### src/rtl/mult_arbiter_pkg.sv
// ---------------------------------------------------------------------------
// mult_arbiter_pkg
// Shared definitions for the round-robin multiplier arbiter.
//   DEF_N      default operand width (signed two's complement)
//   DEF_R      default number of requesters (power of two, >= 2)
//   DEF_IW     index width that addresses DEF_R requesters
//   state_t    arbiter FSM encoding (IDLE / MUL / DONE)
//   idx_width  helper that turns a requester count into an index width
// ---------------------------------------------------------------------------
package mult_arbiter_pkg;

   localparam int DEF_N = 5;
   localparam int DEF_R = 4;

   // A single requester would still need one index bit so that out_id never
   // collapses to a zero-width port.
   function automatic int idx_width(input int r);
      return (r > 1) ? $clog2(r) : 1;
   endfunction

   localparam int DEF_IW = idx_width(DEF_R);

   typedef enum logic [1:0] {
      IDLE = 2'd0,
      MUL  = 2'd1,
      DONE = 2'd2
   } state_t;

endpackage

### src/rtl/mult_arbiter_mult.sv
// ---------------------------------------------------------------------------
// mult_arbiter_mult
// Purely combinational signed multiplier producing the full-width product.
//   N  operand width
//   a  signed multiplicand, N bits
//   b  signed multiplier,   N bits
//   p  signed product,      2N bits, never truncated or saturated
// ---------------------------------------------------------------------------
module mult_arbiter_mult #(
   parameter int N = 5
) (
   input  logic signed [N-1:0]   a,
   input  logic signed [N-1:0]   b,
   output logic signed [2*N-1:0] p
);

   // Both operands are signed and the result is 2N wide, so the operands are
   // sign-extended before multiplying and the most negative square still fits.
   always_comb begin
      p = a * b;
   end

endmodule

### src/rtl/mult_arbiter.sv
// ---------------------------------------------------------------------------
// mult_arbiter
// Round-robin arbiter in front of a single shared signed multiplier. One
// requester is granted from IDLE, its operands are captured, the product is
// registered in MUL and presented in DONE until the consumer accepts it.
//   clk        sole clock, rising edge
//   rst_n      asynchronous active-low reset
//   req        per-requester request level, R bits
//   x_in       packed x operands, slice [i*N +: N] belongs to requester i
//   y_in       packed y operands, same slicing as x_in
//   gnt        one-hot grant, all zero when nothing is granted
//   out_valid  result present on out_data / out_id
//   out_id     index of the requester owning the result
//   out_data   signed 2N-bit product
//   out_ready  consumer accepts the result (only meaningful in DONE)
// ---------------------------------------------------------------------------
module mult_arbiter
   import mult_arbiter_pkg::*;
#(
   parameter  int N  = DEF_N,
   parameter  int R  = DEF_R,
   localparam int IW = idx_width(R)
) (
   input  logic                  clk,
   input  logic                  rst_n,
   input  logic [R-1:0]          req,
   input  logic [R*N-1:0]        x_in,
   input  logic [R*N-1:0]        y_in,
   output logic [R-1:0]          gnt,
   output logic                  out_valid,
   output logic [IW-1:0]         out_id,
   output logic signed [2*N-1:0] out_data,
   input  logic                  out_ready
);

   state_t state;
   state_t state_nxt;

   logic [IW-1:0]         rr_ptr;
   logic [IW-1:0]         pick_idx;
   logic [IW-1:0]         cand;
   logic                  pick_any;
   logic                  grant_fire;
   logic                  accept;

   logic signed [N-1:0]   x_sel;
   logic signed [N-1:0]   y_sel;
   logic signed [N-1:0]   x_reg;
   logic signed [N-1:0]   y_reg;
   logic [IW-1:0]         id_reg;
   logic signed [2*N-1:0] product;

   // Round-robin search starting at rr_ptr. Because R is a power of two the
   // IW-bit addition wraps modulo R on its own, so no explicit modulo is needed.
   always_comb begin
      pick_idx = '0;
      pick_any = 1'b0;
      cand     = '0;
      for (int k = 0; k < R; k++) begin
         cand = rr_ptr + IW'(k);
         if (!pick_any && req[cand]) begin
            pick_any = 1'b1;
            pick_idx = cand;
         end
      end
   end

   // Operand slices of whichever requester the picker chose; these are only
   // captured on the grant edge, so later input changes cannot leak in.
   always_comb begin
      x_sel = x_in[pick_idx*N +: N];
      y_sel = y_in[pick_idx*N +: N];
   end

   // A grant happens only from IDLE; an accept only from DONE, which is what
   // makes out_ready harmless in the other states.
   always_comb begin
      grant_fire = (state == IDLE) && pick_any;
      accept     = (state == DONE) && out_ready;
   end

   // State register. Reset drops any in-flight transaction by returning to
   // IDLE immediately, so nothing is delivered for it after release.
   always_ff @(posedge clk or negedge rst_n) begin
      if (!rst_n) begin
         state <= IDLE;
      end else begin
         state <= state_nxt;
      end
   end

   // Next-state logic: IDLE -> MUL on grant, MUL -> DONE unconditionally,
   // DONE -> IDLE when the consumer accepts.
   always_comb begin
      state_nxt = state;
      unique case (state)
         IDLE:    if (grant_fire) state_nxt = MUL;
         MUL:     state_nxt = DONE;
         DONE:    if (accept) state_nxt = IDLE;
         default: state_nxt = IDLE;
      endcase
   end

   // Moore-style outputs plus the combinational grant. The grant is also
   // gated by rst_n so that a held request cannot show up on gnt while the
   // block is in reset.
   always_comb begin
      gnt       = '0;
      out_valid = (state == DONE);
      if (rst_n && grant_fire) begin
         gnt[pick_idx] = 1'b1;
      end
   end

   // Operand and index capture on the grant edge. The multiplier reads only
   // these registers, never the live inputs.
   always_ff @(posedge clk or negedge rst_n) begin
      if (!rst_n) begin
         x_reg  <= '0;
         y_reg  <= '0;
         id_reg <= '0;
      end else if (grant_fire) begin
         x_reg  <= x_sel;
         y_reg  <= y_sel;
         id_reg <= pick_idx;
      end
   end

   mult_arbiter_mult #(
      .N (N)
   ) u_mult (
      .a (x_reg),
      .b (y_reg),
      .p (product)
   );

   // Result registers load during MUL and are otherwise left alone, which
   // keeps them stable for as long as DONE is backpressured.
   always_ff @(posedge clk or negedge rst_n) begin
      if (!rst_n) begin
         out_data <= '0;
         out_id   <= '0;
      end else if (state == MUL) begin
         out_data <= product;
         out_id   <= id_reg;
      end
   end

   // The search pointer moves just past the requester that was served, so
   // a continuously requesting set is visited in strict rotation.
   always_ff @(posedge clk or negedge rst_n) begin
      if (!rst_n) begin
         rr_ptr <= '0;
      end else if (accept) begin
         rr_ptr <= out_id + IW'(1);
      end
   end

endmodule
### config.mk
export PLATFORM = sky130hd
export DESIGN_NAME = mult_arbiter
export DESIGN_NICKNAME = d
export VERILOG_FILES = /design/src/rtl/mult_arbiter_pkg.sv /design/src/rtl/mult_arbiter_mult.sv /design/src/rtl/mult_arbiter.sv
export SDC_FILE = /design/constraint.sdc
export NUM_CORES = 1
export LEC_CHECK = 0
export ABC_AREA = 1
export ABC_CLOCK_PERIOD_IN_PS = 5100
export BUFFER_PORTS_ARGS = -buffer_cell sky130_fd_sc_hd__buf_2
export CAP_MARGIN = 20
export CORE_AREA = 3 3 88 90
export DETAILED_ROUTE_END_ITERATION = 6
export DIE_AREA = 0 0 91 93
export SYNTH_ARGS = -nofsm -noshare
export SYNTH_HDL_FRONTEND = slang
export SYNTH_SLANG_ARGS = --single-unit
### constraint.sdc
create_clock -name clk -period 5.1 [get_ports clk]
set_input_delay 1.02 -clock clk [delete_from_list [all_inputs] [get_ports clk]]
set_output_delay 1.02 -clock clk [all_outputs]
set_load 0.05 [all_outputs]
==> results of run 1 <==
## worst reg2reg max path, stage by stage, from the launching register on
cell	delay, ns
dfrtp_1	0.47
or2_2	0.34
fa_1	0.50
fa_1	0.51
fa_1	0.54
inv_1	0.04
ha_1	0.34
a21oi_1	0.16
nand2_1	0.08
nand2_1	0.06
inv_1	0.04
o21ai_0	0.13
nand2_1	0.08
or2_2	0.27
nand3_1	0.07
nand2_1	0.05
## final cells by class
type	instances	area (sq um)	area share
timing repair buffer	65	330	0.105
multi-input combinational	304	1710	0.542
tap	99	124	0.0393
clock buffer	3	41.3	0.0131
sequential	28	701	0.222
inverter	58	218	0.0690
clock inverter	1	30.0	0.00952
## stage by stage
stage	worst slack [ns]	area, sq um
finish	1.20	3150
global route	0.958	3150
CTS	1.18	3150
detailed placement	1.19	3080
global placement	1.28	3080
floorplan	1.15	2710
## cells in the mapped netlist, types with 3 or more instances
master	n
a21oi_1	5
buf_2	4
buf_4	4
dfrtp_1	28
fa_1	17
ha_1	15
inv_1	55
inv_2	3
nand2_1	191
nand2_2	5
nand3_1	28
nand3_2	3
nor2_1	9
nor3_1	4
o21ai_0	10
or2_2	3
xnor2_1	5
## routing by layer
| layer | routed length [um] | vias to the layer above |
|---|---|---|
| met4 | 68 | 0 |
| met3 | 158 | 4 |
| li1 | - | 1332 |
| met1 | 2750 | 1086 |
| met5 | 0 | - |
| met2 | 2700 | 40 |
## cell families (layout without fill, tap and decap cells)
group / Yosys count / count (layout) / synth area share
and+or+nand+nor: 247 / 247 / 0.379
xor gates and xnor gates: 7 / 7 / 0.0226
AOI/OAI and AO/OA: 18 / 18 / 0.0346
buffers and inverters: 70 / 127 / 0.110
adders and majority gates: 32 / 32 / 0.195
DFF: 28 / 28 / 0.259
## worst max path at each step
stage / startpoint / slack, ns / cells past startpoint / to
2_1_floorplan: req[3] / 1.15 / 10 / gnt[2]
3_3_place_gp: req[1] / 1.28 / 12 / gnt[1]
3_5_place_dp: req[1] / 1.19 / 12 / gnt[2]
4_1_cts: req[1] / 1.18 / 12 / gnt[2]
5_1_grt: req[3] / 0.96 / 12 / gnt[0]
6_report: req[1] / 1.20 / 12 / gnt[2]
==> flow_summary.ini, run 1 <==
[setup_path]
worst-path-buf-inv = 5
cp_max_fo = 15
reg2regPathDepth = 15
r2r_end = out_data[8]$_DFFE_PN0N_
reg2reg_slack_ns = 1.31
cp_common_cell = nand2_1
r2r-start = x_reg[1]$_DFFE_PN0P_
slowest_stage = inv_1
endpoint_kind = output port
arrival_ns = 2.88
crit_chain = buf_2 > inv_1 > nand2_1 > nand3_1 > nand2_1 > inv_1 > nand3b_1 > nand2_1 > inv_1 > nand2_1 > nor3_1 > buf_2
cp_top_family = simple AND/OR/NAND/NOR gates
critical_path_class = in -> out
startpoint_type = input port
crit_required_ns = 4.08
slowest_delay_ns = 0.35

[synthesis]
synth_top_flop_cell = dfrtp_1
yosysTopAreaCellShare = 0.265
synth_seq_area_share = 0.259
synth_nets = 481
syn_area_sq_um = 2710
syn_avg_cell_area_sq_um = 6.74
async_reset_ff_frac = 1.00
synth-seq-cells = 28
synth_area_leader_cell = nand2_1
syn_inst = 402
synth_edf_count = 0
synth_area_leaders = nand2_1, dfrtp_1, fa_1
ys_warn_count = 0
synth_cell_types = 27

[floorplan]
pin_count = 64
die_y_um = 93
core_sq_um = 7140
die-area_sq_um = 8460
die_x_um = 91
rows = 31
initial_core_util = 0.380

[worst_hold_path]
holdPathEnd = out_data[3]$_DFFE_PN0N_
holdPathStages = 2
min_from = out_data[3]$_DFFE_PN0N_
min_path_type = reg -> reg

[run]
cap_viol_max_count = 0

[clock_network]
cts_num_sinks = 28
postCtsSetupRepairBufs = 0
cts_resized = 0
cts_buffer_depth = 2
cts_root_buffer = clkbuf_8
path_clk_slew_ns = 0.09
holdBufCountCts = 0
htreeDepth = 1
cts_tree = built
clk_latency_ns = 0.27
cts-buffers-inserted = 3

[global_routing]
antenna_found_initial = 0
grt_pass1_vias = 2454
met3_usage = 0.0105
grt.total_usage = 0.142
top_usage_layer = met2
met1_usage = 0.184
grt-ovfl-total = 0
grt_max_degree = 30
grtUsageMet2 = 0.254
grt_pass1_wl_mm = 10.2

[final_layout]
final_cells = 558
nFillCells = 765
final_cell_mix = nand2_1, buf_2, inv_1
syn_to_final_growth_pct = 16.4
final_nets = 539
antennaDiodeCount = 0
largest_reg_flops = 10
drive_gt1_frac = 0.185
utilization = 0.442
layout_commonest_cell = nand2_1

[timing]
rsz0062_at_grt = no
period_share = 0.765
max_freq_mhz = 256
period_needed_ns = 3.90
worst_clock_skew_ns = 0.00566
setup-tns-final_ns = 0
setup_viol = 0
hold_viol = 0
worst_slew_pin_slew_ns = 0.667
maxSlewViolCount = 0
slew_headroom = 0.554
hold_ws_ns = 0.470

[detailed_routing]
num_vias = 2462
firstDrtPassIters = 4
drc = 0
vias_per_cell = 4.41
ant_nets = 0
wl_per_cell_um = 10.2
drt-total-wl_mm = 5.67
drtIter0Drc = 71

[status]
status = finished clean

[place]
gp_congestion = 0.784
dp.cells = 554
dpl.hpwl_mm = 4.59
numPortBuffers = 63
Power of run 1 is not shown: default switching activity piles up to over one toggle a cycle in this logic, so the estimate is an artifact.
==> run 2: changes to the inputs <==
--- a/config.mk
+++ b/config.mk
@@ -6,7 +6,7 @@
 export NUM_CORES = 1
 export LEC_CHECK = 0
 export ABC_AREA = 1
-export ABC_CLOCK_PERIOD_IN_PS = 5100
+export ABC_CLOCK_PERIOD_IN_PS = 3700
 export BUFFER_PORTS_ARGS = -buffer_cell sky130_fd_sc_hd__buf_2
 export CAP_MARGIN = 20
 export CORE_AREA = 3 3 88 90
==> constraint.sdc (replaced) <==
create_clock -name clk -period 3.7 [get_ports clk]
set_input_delay 0.74 -clock clk [delete_from_list [all_inputs] [get_ports clk]]
set_output_delay 0.74 -clock clk [all_outputs]
set_load 0.05 [all_outputs]
==> run 2 against run 1 <==
Design area grew 3.1%. Non-clock buffer count up 10. Cell count grew 1.8%. First-iteration DRC count fell by 8.5%. Global-route usage rose by 0.38 points. Wire length rose by 3.4%. Critical path depth grew 4. Core utilization is 1.4 points higher. Clock skew down 0.0032 ns. Register-to-register slack got worse by 1.1 ns. Via count increased by 4.0%. Worst setup slack got worse by 0.99 ns. Critical path type is now reg -> reg. Highest routed layer unchanged.
==> flow_summary.ini, run 2 (synthesis gave the netlist of run 1 again) <==
[status]
status = finished clean

[floorplan]
core_sq_um = 7140
initial_core_util = 0.380
die-area_sq_um = 8460
rows = 31
die_y_um = 93
die_x_um = 91
pin_count = 64

[detailed_routing]
met1_length_mm = 2.68
num_vias = 2560
ant_nets = 0
route.met3.wl_um = 178
drt-total-wl_mm = 5.86
top_layer = met4
firstDrtPassIters = 4
vias_per_cell = 4.51
drc = 0
wl_per_cell_um = 10.3
drtIter0Drc = 65
wl_met2_mm = 2.97

[clock_network]
cts_tree = built
cts_buffer_depth = 2
postCtsSetupRepairBufs = 0
cts-buffers-inserted = 3
cts_num_sinks = 28
path_clk_slew_ns = 0.10
holdBufCountCts = 0
htreeDepth = 1
clk_latency_ns = 0.27
cts_root_buffer = clkbuf_8

[timing]
worst_slew_pin_slew_ns = 0.652
max_freq_mhz = 286
setup-tns-final_ns = 0
period_needed_ns = 3.49
hold_viol = 0
setup_viol = 0
hold_ws_ns = 0.474
maxSlewViolCount = 0
worst_clock_skew_ns = 0.00250
slew_headroom = 0.564
post-route-worst-setup-slack_ns = 0.209
period_share = 0.943

[final_layout]
utilization = 0.456
layout_commonest_cell = nand2_1
drive_gt1_frac = 0.213
largest_reg_flops = 10
antennaDiodeCount = 0
final_nets = 549
syn_to_final_growth_pct = 20.1
final_cell_mix = nand2_1, buf_2, inv_1

[setup_path]
crit_required_ns = 3.88
critical_path_class = reg -> reg
crit_start = y_reg[4]$_DFFE_PN0P_
startpoint_type = flop
arrival_ns = 3.67
r2r-start = y_reg[4]$_DFFE_PN0P_
cp_max_fo = 5
endpoint_kind = flop

[global_routing]
grt_max_degree = 29
grt.total_usage = 0.145
grt-ovfl-total = 0
antenna_found_initial = 0
grt_pass1_wl_mm = 10.5
grt_pass1_vias = 2552

[run]
cap_viol_max_count = 0

[worst_hold_path]
min_path_type = reg -> reg
min_from = out_data[4]$_DFFE_PN0N_

[place]
dpl.hpwl_mm = 4.88
gp_congestion = 0.797
dpl_worst_slack_ns = 0.0136
numPortBuffers = 63
-- run 2: layout make-up --
| type | instances | area [sq um] |
|---|---|---|
| inverter | 58 | 218 |
| clock buffer | 3 | 41.3 |
| sequential | 28 | 702 |
| clock inverter | 1 | 30.0 |
| fill | 772 | 3880 |
| timing repair buffer | 75 | 405 |
| tap | 99 | 124 |
| multi-input combinational | 304 | 1730 |
-- run 2: worst max-delay path, stage by stage (launching register included) --
cell and delay (ns):
dfrtp_1 0.36, inv_1 0.06, or2_2 0.28, fa_1 0.46, fa_1 0.52, fa_1 0.54, inv_1 0.06, ha_4 0.23
a21oi_2 0.13, nand2_1 0.08, nand2_1 0.06, inv_1 0.05, o21ai_2 0.10, nand2_1 0.07, or2_2 0.27, nand3_1 0.07
nand2_1 0.05
-- run 2: layer usage --
layer  track usage  vias to the layer above
met5             0                        -
met4        0.0377                        0
met3        0.0105                        4
met2         0.275                       36
met1         0.178                     1168
li1              -                     1352
-- run 2: final timing paths --
check	end	slack, ns	depth (start not counted)
worst max-delay path	out_data[8]$_DFFE_PN0N_	0.21	16
worst min-delay path	out_data[4]$_DFFE_PN0N_	0.47	2
worst max register to register	out_data[8]$_DFFE_PN0N_	0.21	16
worst min register to register	out_data[4]$_DFFE_PN0N_	0.47	2
max in group asynchronous	x_reg[4]$_DFFE_PN0P_	2.91	2
min in group asynchronous	out_data[9]$_DFFE_PN0N_	0.50	2
-- run 2: repair_timing --
item                       CTS  global route
resized for setup            0             6
pin swaps                    1             8
setup endpoints to repair    1             2
-- run 2: through the flow --
stage          cell area, sq um  cells
5_1_grt                    3250    568
3_5_place_dp               3160    564
3_3_place_gp               3160    564
6_report                   3250    568
2_1_floorplan              2710    402
4_1_cts                    3230    568
Power of run 2 is left out for the same reason.
